<file path="src/rtl/vl_result_collector.sv">
// Write-back result collector: counts lane-masked result beats and partial-result
// strobes for one vector instruction, checks masks against vl and flags completion.
module vl_result_collector #(
  parameter int unsigned MAX_VL_PER_LANE = 256,
  parameter int unsigned VLANE_NUM       = 8
) (
  input  logic                                          clk_i,
  input  logic                                          rst_i,
  input  logic                                          start_i,
  input  logic [$clog2(VLANE_NUM*MAX_VL_PER_LANE)-1:0]  vl_i,
  input  logic                                          reduction_i,
  input  logic [VLANE_NUM-1:0]                          valid_i,
  input  logic                                          partial_valid_i,
  output logic                                          ready_o,
  output logic                                          busy_o,
  output logic                                          done_o,
  output logic                                          err_o,
  output logic [$clog2(VLANE_NUM*MAX_VL_PER_LANE)-1:0]  elem_cnt_o,
  output logic [$clog2(VLANE_NUM*MAX_VL_PER_LANE)-1:0]  wr_idx_o
);

  localparam int unsigned VL_W   = $clog2(VLANE_NUM*MAX_VL_PER_LANE);
  localparam int unsigned LANE_W = $clog2(VLANE_NUM);
  localparam int unsigned BEAT_W = $clog2(MAX_VL_PER_LANE);
  localparam int unsigned CNT_W  = LANE_W + 1;
  localparam int unsigned SUM_W  = VL_W + 1;

  typedef enum logic [1:0] {
    S_IDLE    = 2'd0,
    S_COLLECT = 2'd1,
    S_PARTIAL = 2'd2,
    S_DONE    = 2'd3
  } state_e;

  state_e              state_q, state_d;
  logic [BEAT_W-1:0]   div_q, div_d;
  logic [LANE_W-1:0]   mod_q, mod_d;
  logic [BEAT_W-1:0]   last_beat_q, last_beat_d;
  logic [LANE_W-1:0]   pexp_q, pexp_d;
  logic                red_q, red_d;
  logic [BEAT_W-1:0]   beat_cnt_q, beat_cnt_d;
  logic [LANE_W-1:0]   pcnt_q, pcnt_d;
  logic [VL_W-1:0]     elem_cnt_q, elem_cnt_d;
  logic                err_q, err_d;
  logic                ready_q, ready_d;
  logic                busy_q, busy_d;
  logic                done_q, done_d;

  logic [BEAT_W-1:0]   start_div;
  logic [LANE_W-1:0]   start_mod;
  logic [VLANE_NUM-1:0] exp_mask;
  logic [SUM_W-1:0]    elem_sum;

  function automatic logic [CNT_W-1:0] popcount(input logic [VLANE_NUM-1:0] m);
    logic [CNT_W-1:0] cnt;
    cnt = '0;
    for (int i = 0; i < int'(VLANE_NUM); i++) begin
      cnt = cnt + CNT_W'(m[i]);
    end
    return cnt;
  endfunction

  // Per-beat helpers: start-time split of vl, expected mask and saturating element sum
  always_comb begin
    start_div = BEAT_W'(vl_i >> LANE_W);
    start_mod = vl_i[LANE_W-1:0];
    for (int i = 0; i < int'(VLANE_NUM); i++) begin
      exp_mask[i] = (beat_cnt_q < div_q) || (LANE_W'(i) < mod_q);
    end
    elem_sum = SUM_W'(elem_cnt_q) + SUM_W'(popcount(valid_i));
  end

  // Next-state and output decode
  always_comb begin
    state_d     = state_q;
    div_d       = div_q;
    mod_d       = mod_q;
    last_beat_d = last_beat_q;
    pexp_d      = pexp_q;
    red_d       = red_q;
    beat_cnt_d  = beat_cnt_q;
    pcnt_d      = pcnt_q;
    elem_cnt_d  = elem_cnt_q;
    err_d       = err_q;

    case (state_q)
      S_IDLE: begin
        if (start_i) begin
          div_d       = start_div;
          mod_d       = start_mod;
          red_d       = reduction_i;
          last_beat_d = (start_mod == '0) ? start_div - BEAT_W'(1) : start_div;
          pexp_d      = (start_div != '0) ? LANE_W'(VLANE_NUM - 1) : start_mod - LANE_W'(1);
          beat_cnt_d  = '0;
          pcnt_d      = '0;
          elem_cnt_d  = '0;
          err_d       = 1'b0;
          state_d     = (vl_i == '0) ? S_DONE : S_COLLECT;
        end else if ((valid_i != '0) || partial_valid_i) begin
          err_d = 1'b1;
        end
      end
      S_COLLECT: begin
        if (partial_valid_i) begin
          err_d = 1'b1;
        end
        if (valid_i != '0) begin
          if (valid_i != exp_mask) begin
            err_d = 1'b1;
          end
          elem_cnt_d = elem_sum[VL_W] ? '1 : elem_sum[VL_W-1:0];
          if (beat_cnt_q == last_beat_q) begin
            state_d = (red_q && (pexp_q != '0)) ? S_PARTIAL : S_DONE;
          end else begin
            beat_cnt_d = beat_cnt_q + BEAT_W'(1);
          end
        end
      end
      S_PARTIAL: begin
        if (valid_i != '0) begin
          err_d = 1'b1;
        end
        if (partial_valid_i) begin
          pcnt_d = pcnt_q + LANE_W'(1);
          if (pcnt_d == pexp_q) begin
            state_d = S_DONE;
          end
        end
      end
      S_DONE: begin
        state_d = S_IDLE;
      end
      default: begin
        state_d = S_IDLE;
      end
    endcase

    ready_d = (state_d == S_COLLECT) || (state_d == S_PARTIAL);
    busy_d  = (state_d != S_IDLE);
    done_d  = (state_d == S_DONE);
  end

  always_ff @(posedge clk_i) begin
    if (rst_i) begin
      state_q     <= S_IDLE;
      div_q       <= '0;
      mod_q       <= '0;
      last_beat_q <= '0;
      pexp_q      <= '0;
      red_q       <= 1'b0;
      beat_cnt_q  <= '0;
      pcnt_q      <= '0;
      elem_cnt_q  <= '0;
      err_q       <= 1'b0;
      ready_q     <= 1'b0;
      busy_q      <= 1'b0;
      done_q      <= 1'b0;
    end else begin
      state_q     <= state_d;
      div_q       <= div_d;
      mod_q       <= mod_d;
      last_beat_q <= last_beat_d;
      pexp_q      <= pexp_d;
      red_q       <= red_d;
      beat_cnt_q  <= beat_cnt_d;
      pcnt_q      <= pcnt_d;
      elem_cnt_q  <= elem_cnt_d;
      err_q       <= err_d;
      ready_q     <= ready_d;
      busy_q      <= busy_d;
      done_q      <= done_d;
    end
  end

  assign ready_o    = ready_q;
  assign busy_o     = busy_q;
  assign done_o     = done_q;
  assign err_o      = err_q;
  assign elem_cnt_o = elem_cnt_q;
  assign wr_idx_o   = VL_W'(beat_cnt_q) << LANE_W;

endmodule
</file>
<file path="config.mk">
export PLATFORM = sky130hd
export DESIGN_NAME = vl_result_collector
export DESIGN_NICKNAME = d
export VERILOG_FILES = /design/src/rtl/vl_result_collector.sv
export SDC_FILE = /design/constraint.sdc
export NUM_CORES = 1
export LEC_CHECK = 0
export BUFFER_PORTS_ARGS = -buffer_cell sky130_fd_sc_hd__clkbuf_2
export CELL_PAD_IN_SITES_DETAIL_PLACEMENT = 0
export CELL_PAD_IN_SITES_GLOBAL_PLACEMENT = 2
export CORE_MARGIN = 8
export CORE_UTILIZATION = 35
export CTS_BUF_LIST = sky130_fd_sc_hd__clkbuf_4 sky130_fd_sc_hd__clkbuf_8
export CTS_CLUSTER_SIZE = 28
export DETAILED_ROUTE_END_ITERATION = 8
export GPL_TIMING_DRIVEN = 0
export PLACE_DENSITY_LB_ADDON = 0.1
export SLEW_MARGIN = 5
export SYNTH_ARGS = -nofsm -noshare
export SYNTH_HDL_FRONTEND = slang
export SYNTH_SLANG_ARGS = --single-unit
export TNS_END_PERCENT = 100
</file>
<file path="constraint.sdc">
create_clock -name clk_i -period 3.9 [get_ports clk_i]
set_input_delay 0.39 -clock clk_i [delete_from_list [all_inputs] [get_ports clk_i]]
set_output_delay 0.39 -clock clk_i [all_outputs]
set_load 0.02 [all_outputs]
</file>
; ---- After elaboration in Yosys (flattened, before gate mapping)
; Cells that the tools add are included.
[word_totals]
word_cells = 103
inputBits = 24
regBits = 51
output_inout_bits = 26
[op_classes]
n_lt_le_gt_ge = 9
n_addsub = 12
reduce_logical = 26
mux = 28
n_eq_ne = 15
[op_table]
columns = op, count
row1 = 11-bit 2-to-1 mux, 3
row2 = 8-bit 2-to-1 mux, 4
row3 = 11-bit case mux with 2 select lines, 1
row4 = 4-bit by 1-bit adder with 4-bit output, 4
row5 = 8-bit case mux with 2 select lines, 1
row6 = 8-bit nonzero test, 2
row7 = 11-bit by 4-bit adder with 12-bit output, 1
row8 = "3-bit less-than comparator, first input constant", 4
row9 = 2-bit 2-to-1 mux, 6
row10 = 11-bit zero test, 1
row11 = 1-bit logical OR, 10
row12 = "2-bit inequality test, second input constant", 5
row13 = 3-bit 2-to-1 mux, 3
row14 = 3-bit AND reduction, 3
row15 = "8-bit by 1-bit adder with 8-bit output, second input constant", 1
row16 = "2-bit equality test, second input constant", 4
row17 = 8-bit equality test, 1
row18 = 8-bit less-than comparator, 1
row19 = 8-bit inequality test, 1
row20 = 2-bit case mux with 4 select lines, 1
row21 = "8-bit by 1-bit subtractor with 8-bit output, second input constant", 1
row22 = 1-bit 2-to-1 mux, 7
row23 = "1-bit by 3-bit less-than comparator with 1-bit output, first input constant", 2
row24 = "2-bit by 3-bit less-than comparator with 1-bit output, first input constant", 2
row25 = other kinds (17), 21

; ---- Logic depth before layout (Yosys ltp)
; Gate-level depths: netlist of the first run.
[depth]
depth_word = 11
mapped_depth = 13
ltp_nobuf = 13

; ---- Least setup slack after synthesis of the first run
; No wires, ideal clock.
[synth_path]
kind = input-to-reg
from = in valid_i[0]
to = reg elem_cnt_q[8], in the netlist elem_cnt_o[8]
t_required_ns = 3.822
path_slack_ns = 0.329
t_arrival_ns = 3.493
n_path_buf = 0
setup_time_ns = 0.078
path_stages = 13
path_cell_list = fa_1 inv_1 fa_1 fa_1 fa_1 inv_1 fa_1 a21o_1 a21oi_1 and2b_1 and2_1 and4_1 nor3_1
[synth_between]
elab_chain_cells = 11
word_cells_on_any_way = 14
cone_classes = 8 x add/sub / 1 x eq/ne / 3 x mux / 2 x reduce/logical
[synth_rtl]
columns = element, line_no
row1 = from (decl), 12  ; input logic [VLANE_NUM-1:0] valid_i,
row2 = 1-bit by 1-bit adder with 2-bit output, 58  ; cnt = cnt + CNT_W'(m[i]);
row3 = 2-bit by 1-bit adder with 3-bit output, 58
row4 = 3-bit by 1-bit adder with 4-bit output, 58
row5 = 4-bit by 1-bit adder with 4-bit output (4 in series), 58
row6 = 11-bit by 4-bit adder with 12-bit output, 70  ; elem_sum = SUM_W'(elem_cnt_q) + SUM_W'(popcount(valid_i));
row7 = 11-bit 2-to-1 mux, 111  ; elem_cnt_d = elem_sum[VL_W] ? '1 : elem_sum[VL_W-1:0];
row8 = 11-bit 2-to-1 mux, 107  ; if (valid_i != '0) begin
row9 = 11-bit case mux with 2 select lines, 86  ; case (state_q)
row10 = to (signal assigned), 167  ; elem_cnt_q <= elem_cnt_d;
row11 = to (decl), 43  ; logic [VL_W-1:0] elem_cnt_q, elem_cnt_d;
; Several ways; a longest one is shown, not always the timed one. The select of a mux whose other input is x is not followed.
; A chain may end at the register's enable or synchronous reset.

; ---- Worst setup path in the final report of the first run
; Ends and elaborated chain as after synthesis.

==> results of run 1 <==
==> routing by layer <==
layer  wire, um  global-route usage
met5          0                   0
met4         33              0.0270
met3        356              0.0333
met2       3980               0.238
met1       4230               0.183
==> Yosys cell counts (2+ instances only) <==
master     instances
clkbuf_1          10
nor3_1            14
nor2_1            32
a21o_1             6
ha_1              25
nor4_1             2
o21bai_1           2
and2_1             3
inv_1             33
o32ai_1            2
nand2_1           46
xor2_1             6
and4_1             3
a2111oi_2          2
or3_1              3
nand4_1            5
nand3_1            4
xnor2_1           21
buf_4              3
o311ai_1           2
nor2b_1            7
or2_2              2
o31ai_1            4
fa_1               5
o211ai_1           2
nand3b_1           2
o21ai_0           10
dfxtp_1           51
nor3b_1            2
and3_1             5
buf_1              3
nand2b_1           5
a21oi_1           32
a31oi_1            5
a211oi_1          15
o21a_1             3
==> stage by stage <==
stage	cell area, um2	std cells	setup TNS, ps	total power [mW]
floorplan	3250	398	0	0.963
global placement	3610	555	-57.0	1.11
finish	3710	562	0	1.42
CTS	3710	562	0	1.45
global route	3710	562	0	1.54
detailed placement	3610	555	-135	1.11
==> worst max-delay path by stage <==
stage | to | slack, ps | cells after the start
global route | elem_cnt_o[8] | 90 | 14
global placement | elem_cnt_o[2] | -40 | 13
detailed placement | elem_cnt_o[2] | -90 | 13
finish | elem_cnt_o[8] | 340 | 14
CTS | elem_cnt_o[2] | 240 | 13
floorplan | elem_cnt_o[8] | 330 | 13
==> flip-flops by register name (all words and copies together) (netlist names), 2 cells and up <==
name	cells
pcnt_q	3
beat_cnt_q	8
pexp_q	3
state_q	2
div_q	8
last_beat_q	8
mod_q	3
elem_cnt_o	11
==> critical path, delay by kind of cell <==
kind / cells / cell delay (ps)
adders and majority gates: 5 / 2090
and+or+nand+nor: 4 / 770
buffers and inverters: 3 / 240
AOI/OAI and AO/OA: 2 / 330
==> layout make-up <==
type,count,share of cell area
Buffer,16,0.0192
Clock buffer,6,0.0222
Clock inverter,1,0.00236
Inverter,33,0.0334
Multi-Input combinational cell,298,0.548
Sequential cell,51,0.275
Tap cell,111,0.0374
Timing Repair Buffer,46,0.0620
==> power by group <==
group / switching (mW) / internal [mW]
sequential: 0.0396 / 0.572
clock: 0.190 / 0.144
combinational: 0.292 / 0.187
==> cell families after synthesis <==
| kind of cell | count (synthesis) |
|---|---|
| other | 1 |
| buffers and inverters | 49 |
| AO/OA/AOI/OAI | 96 |
| flip-flops | 51 |
| adder cells (fa/ha/maj) | 31 |
| XOR/XNOR | 27 |
| multiplexers | 1 |
| AND/OR/NAND/NOR | 140 |
==> timing repair <==
item / in CTS / in global routing
gates resized for setup: 0 / 1
hold buffers: 0 / 0
endpoints found under the setup margin: 0 / 2
==> impl_metrics.tcl, run 1 <==
set metrics [dict create \
    outcome "complete, no violations" \
    endpoint_kind "register" \
    nets 505 \
    cts_sinks 51 \
    clock_path_buffers 2 \
    grt_overflow 0 \
    grt_usage 0.142 \
    grt_max_degree 16 \
    yosys-top-cells-area "dfxtp_1 (32%), ha_1 (9.7%), xnor2_1 (5.7%)" \
    syn_to_final_growth_pct 14.6 \
    antenna_found_initial 0 \
    finalMaxSlewViolations 0 \
    nFillCells 996 \
    p_per_area_mw_per_mm2 384 \
    synth_top_area_cell "dfxtp_1" \
    cp_max_fo 5 \
    relSlewSlack 0.454 \
    period_needed_ps 3560 \
    fin_ws_ps 342 \
    synth_top_family_by_area "simple AND/OR/NAND/NOR gates" \
    die_h_um 112 \
    dp_hpwl_um 6800 \
    critical_path.cell_chain "clkbuf_2, fa_1, inv_1, fa_1, fa_1, fa_1, inv_1, fa_1, a21o_1, a21oi_1, and2b_1, and2_1, and4_1, nor3_1" \
    critPathArrivalTime_ps 3800 \
    num_rows 35 \
    gp_congestion 0.771 \
    worst_pin_slew_ps 812 \
    core_area_mm2 0.00911 \
    ys_ff_latch 51 \
    cap_violations 0 \
    synth_compound_area_frac 0.204 \
    power_leakage_nw 1.56 \
    htreeDepth 2 \
    die_area_mm2 0.0126 \
    r2r-end "elem_cnt_o[8]" \
    min_from "vl_i[1]" \
    io_buffers 46 \
    pre_cts_slack_ps -85.3 \
    routed_wl_um 8600 \
    antennaDiodeCount 0 \
    finClkSkew_ps 7.81 \
    finalHoldViolCount 0 \
    final_core_util 0.408 \
    avgSynthCellArea_um2 8.18 \
    drc 0 \
    viasPerCell 5.12 \
    drt-initial-drc-count 110 \
    synth_fa_ha_area_frac 0.131 \
    cts_setup_buffers 0 \
    synthArstFlopShare 0 \
    crit_path_frequent_cell "fa_1" \
    clk_pin_slew_worst_paths_ps 100 \
    cts_tree "built" \
    worst-endpoint-required_ps 4140 \
    cts-root-buf "clkbuf_8" \
    hold_class "in -> reg" \
    first_global_vias 2974 \
    ys.flop_type "dfxtp_1" \
    whs_ps 313 \
    rsz0062_at_grt "false" \
    synth_edf_count 0 \
    whs_endpoint "mod_q[1]" \
    r2r-start "elem_cnt_o[0]" \
    startpoint_type "primary input" \
    ir_drop_mv 0.177 \
    synth.cell_area_mm2 0.00324 \
    ys_types 55 \
    fp.dieW_um 112 \
    clock.fmax_mhz 281 \
    clk_latency_ps 310 \
    regArea_mm2 0.00102 \
    critPathSlowestCell "fa_1" \
    seq_area_frac_synth 0.315 \
    start_util 0.355 \
    reg2regPathDepth 12 \
    finalCritPeriodShare 0.912 \
    hold_depth 3 \
    synth_xor_area_frac 0.0730 \
    crit_path_max_incr_delay_ps 540 \
    setup_viol 0 \
    critical_path_class "in -> reg" \
    final_cell_mix "dfxtp_1 (51), nand2_1 (46), clkbuf_2 (46)" \
    ff2ff_setup_slack_ps 730 \
    io_pins 50 \
    mostFrequentLayoutCell "dfxtp_1" \
    vias 2880 \
    multi_input_area_mm2 0.00204 \
    numCtsBuffers 5 \
    critPathLaunch "valid_i[0]" \
    drive_gt1_frac 0.146 \
    yosys_warnings 0 \
    synth_simple_gate_area_frac 0.213 \
    antenna_left 0 \
    grt_pass1_wl_um 14800 \
    routedWlPerCell_um 15.3 \
    netlist_instances 396 \
    firstDrtPassIters 4 \
    netlist.area_leader.share 0.315 \
    synth_mux_area_frac 0.00309 \
]
No activity file was read; power rests on OpenSTA's default activity.
==> inputs of run 2 (changes only) <==
Settings changed: BUFFER_PORTS_ARGS -buffer_cell sky130_fd_sc_hd__clkbuf_2 to not set, CORE_UTILIZATION 35 to 39, DONT_BUFFER_PORTS set to 1.
==> impl_metrics.tcl, run 2 (synthesis results as in run 1) <==
set metrics [dict create \
    mostFrequentLayoutCell "dfxtp_1" \
    critPathLaunch "valid_i[0]" \
    io_pins 50 \
    numCtsBuffers 5 \
    min_from "vl_i[0]" \
    clock_path_buffers 2 \
    relSlewSlack 0.452 \
    clk_pin_slew_worst_paths_ps 110 \
    rsz0062_at_grt "false" \
    syn_to_final_growth_pct 7.77 \
    r2r-start "elem_cnt_o[0]" \
    firstDrtPassIters 4 \
    dp_hpwl_um 6690 \
    cap_violations 0 \
    reg2regPathDepth 10 \
    first_global_vias 2772 \
    power_leakage_nw 1.37 \
    grt_usage 0.149 \
    ff2ff_setup_slack_ps 510 \
    post_cts_resized 0 \
    grt_max_degree 17 \
    drt-initial-drc-count 78 \
    worst_pin_slew_ps 814 \
    setup_viol 0 \
    core_area_mm2 0.00813 \
    grt_pass1_wl_um 14000 \
    cts_hold_buf 0 \
    io_buffers 0 \
    finalHoldViolCount 0 \
    drc 0 \
    critical_path_class "in -> reg" \
    antenna_found_initial 0 \
    fp.dieW_um 107 \
    outcome "complete, no violations" \
    cts_tree "built" \
    hold_class "in -> reg" \
    finalMaxSlewViolations 0 \
    num_rows 33 \
    die_h_um 107 \
    worst-endpoint-required_ps 4140 \
    routedWlPerCell_um 16.5 \
    gp_congestion 0.786 \
    die_area_mm2 0.0115 \
    pre_cts_slack_ps 121 \
    ir_drop_mv 0.131 \
    antennaDiodeCount 0 \
    vias 2719 \
    fin_ws_ps 464 \
    period_needed_ps 3440 \
    viasPerCell 5.32 \
    p_per_area_mw_per_mm2 412 \
    htreeDepth 2 \
    total_power_mw 1.44 \
    cts_sinks 51 \
    critPathArrivalTime_ps 3670 \
    startpoint_type "primary input" \
    r2r-end "elem_cnt_o[8]" \
    cp_max_fo 8 \
    routed_wl_um 8430 \
    finClkSkew_ps 14.4 \
    grt_overflow 0 \
    largest_register_ffs 11 \
    finalCritPeriodShare 0.881 \
    tns_ps 0 \
    cts-root-buf "clkbuf_8" \
    clk_latency_ps 310 \
    clock.fmax_mhz 291 \
    cts_setup_buffers 0 \
    final_cell_mix "dfxtp_1 (51), nand2_1 (46), inv_1 (33)" \
    drive_gt1_frac 0.0493 \
    nets 459 \
    crit_path_end "elem_cnt_o[8]" \
    antenna_left 0 \
    endpoint_kind "register" \
    start_util 0.398 \
]
[run 2: cell count changes in the layout (fill, tap and decap cells not counted), sizes merged]
cell / change
bufinv: +1
clkbuf: -47
clkinv: +2
inv: -1
[run 2: through the flow]
step,util,cell area (um2),instances,hold WS (ps)
after floorplan,-,3250,398,436
after global placement,0.415,3380,503,446
after detailed placement,0.415,3380,503,448
after CTS,0.429,3490,511,160
after global routing,0.429,3490,511,160
final,0.429,3490,511,172
[run 2: routing by layer]
| metal | share of wire | track usage | up-vias |
|---|---|---|---|
| met5 | 0 | 0 | - |
| met4 | 0.0043 | 0.0261 | 0 |
| met3 | 0.072 | 0.0480 | 4 |
| met2 | 0.45 | 0.241 | 56 |
| met1 | 0.48 | 0.191 | 1260 |
| li1 | - | - | 1399 |
[run 2: area by class of cell]
cell class	instances	area (um2)
clock buffer	5	68.8
buffer	16	71.3
tap	105	131
inverter	33	124
multi-input combinational	298	2030
clock inverter	3	43.8
fill	856	4640
sequential	51	1020
[run 2: worst min path at each step]
stage,end,slack [ps],cells after the start
floorplan,pcnt_q[1],440,2
detailed placement,div_q[6],450,2
global route,pexp_q[0],160,1
CTS,pexp_q[0],160,1
global placement,pcnt_q[1],450,2
finish,pexp_q[0],170,1
[run 2: critical path: stages]
cell	delay, ps
fa_1	520
inv_1	50
fa_1	490
fa_1	430
fa_1	400
nor2b_1	110
o21ai_0	110
a21boi_1	310
o2111ai_1	370
and4_1	350
nor3_1	170
[run 2: report_power, final]
group	internal [mW]	total (mW)	switching, mW
clock network	0.192	0.381	0.189
registers	0.572	0.634	0.0619
logic	0.169	0.423	0.254
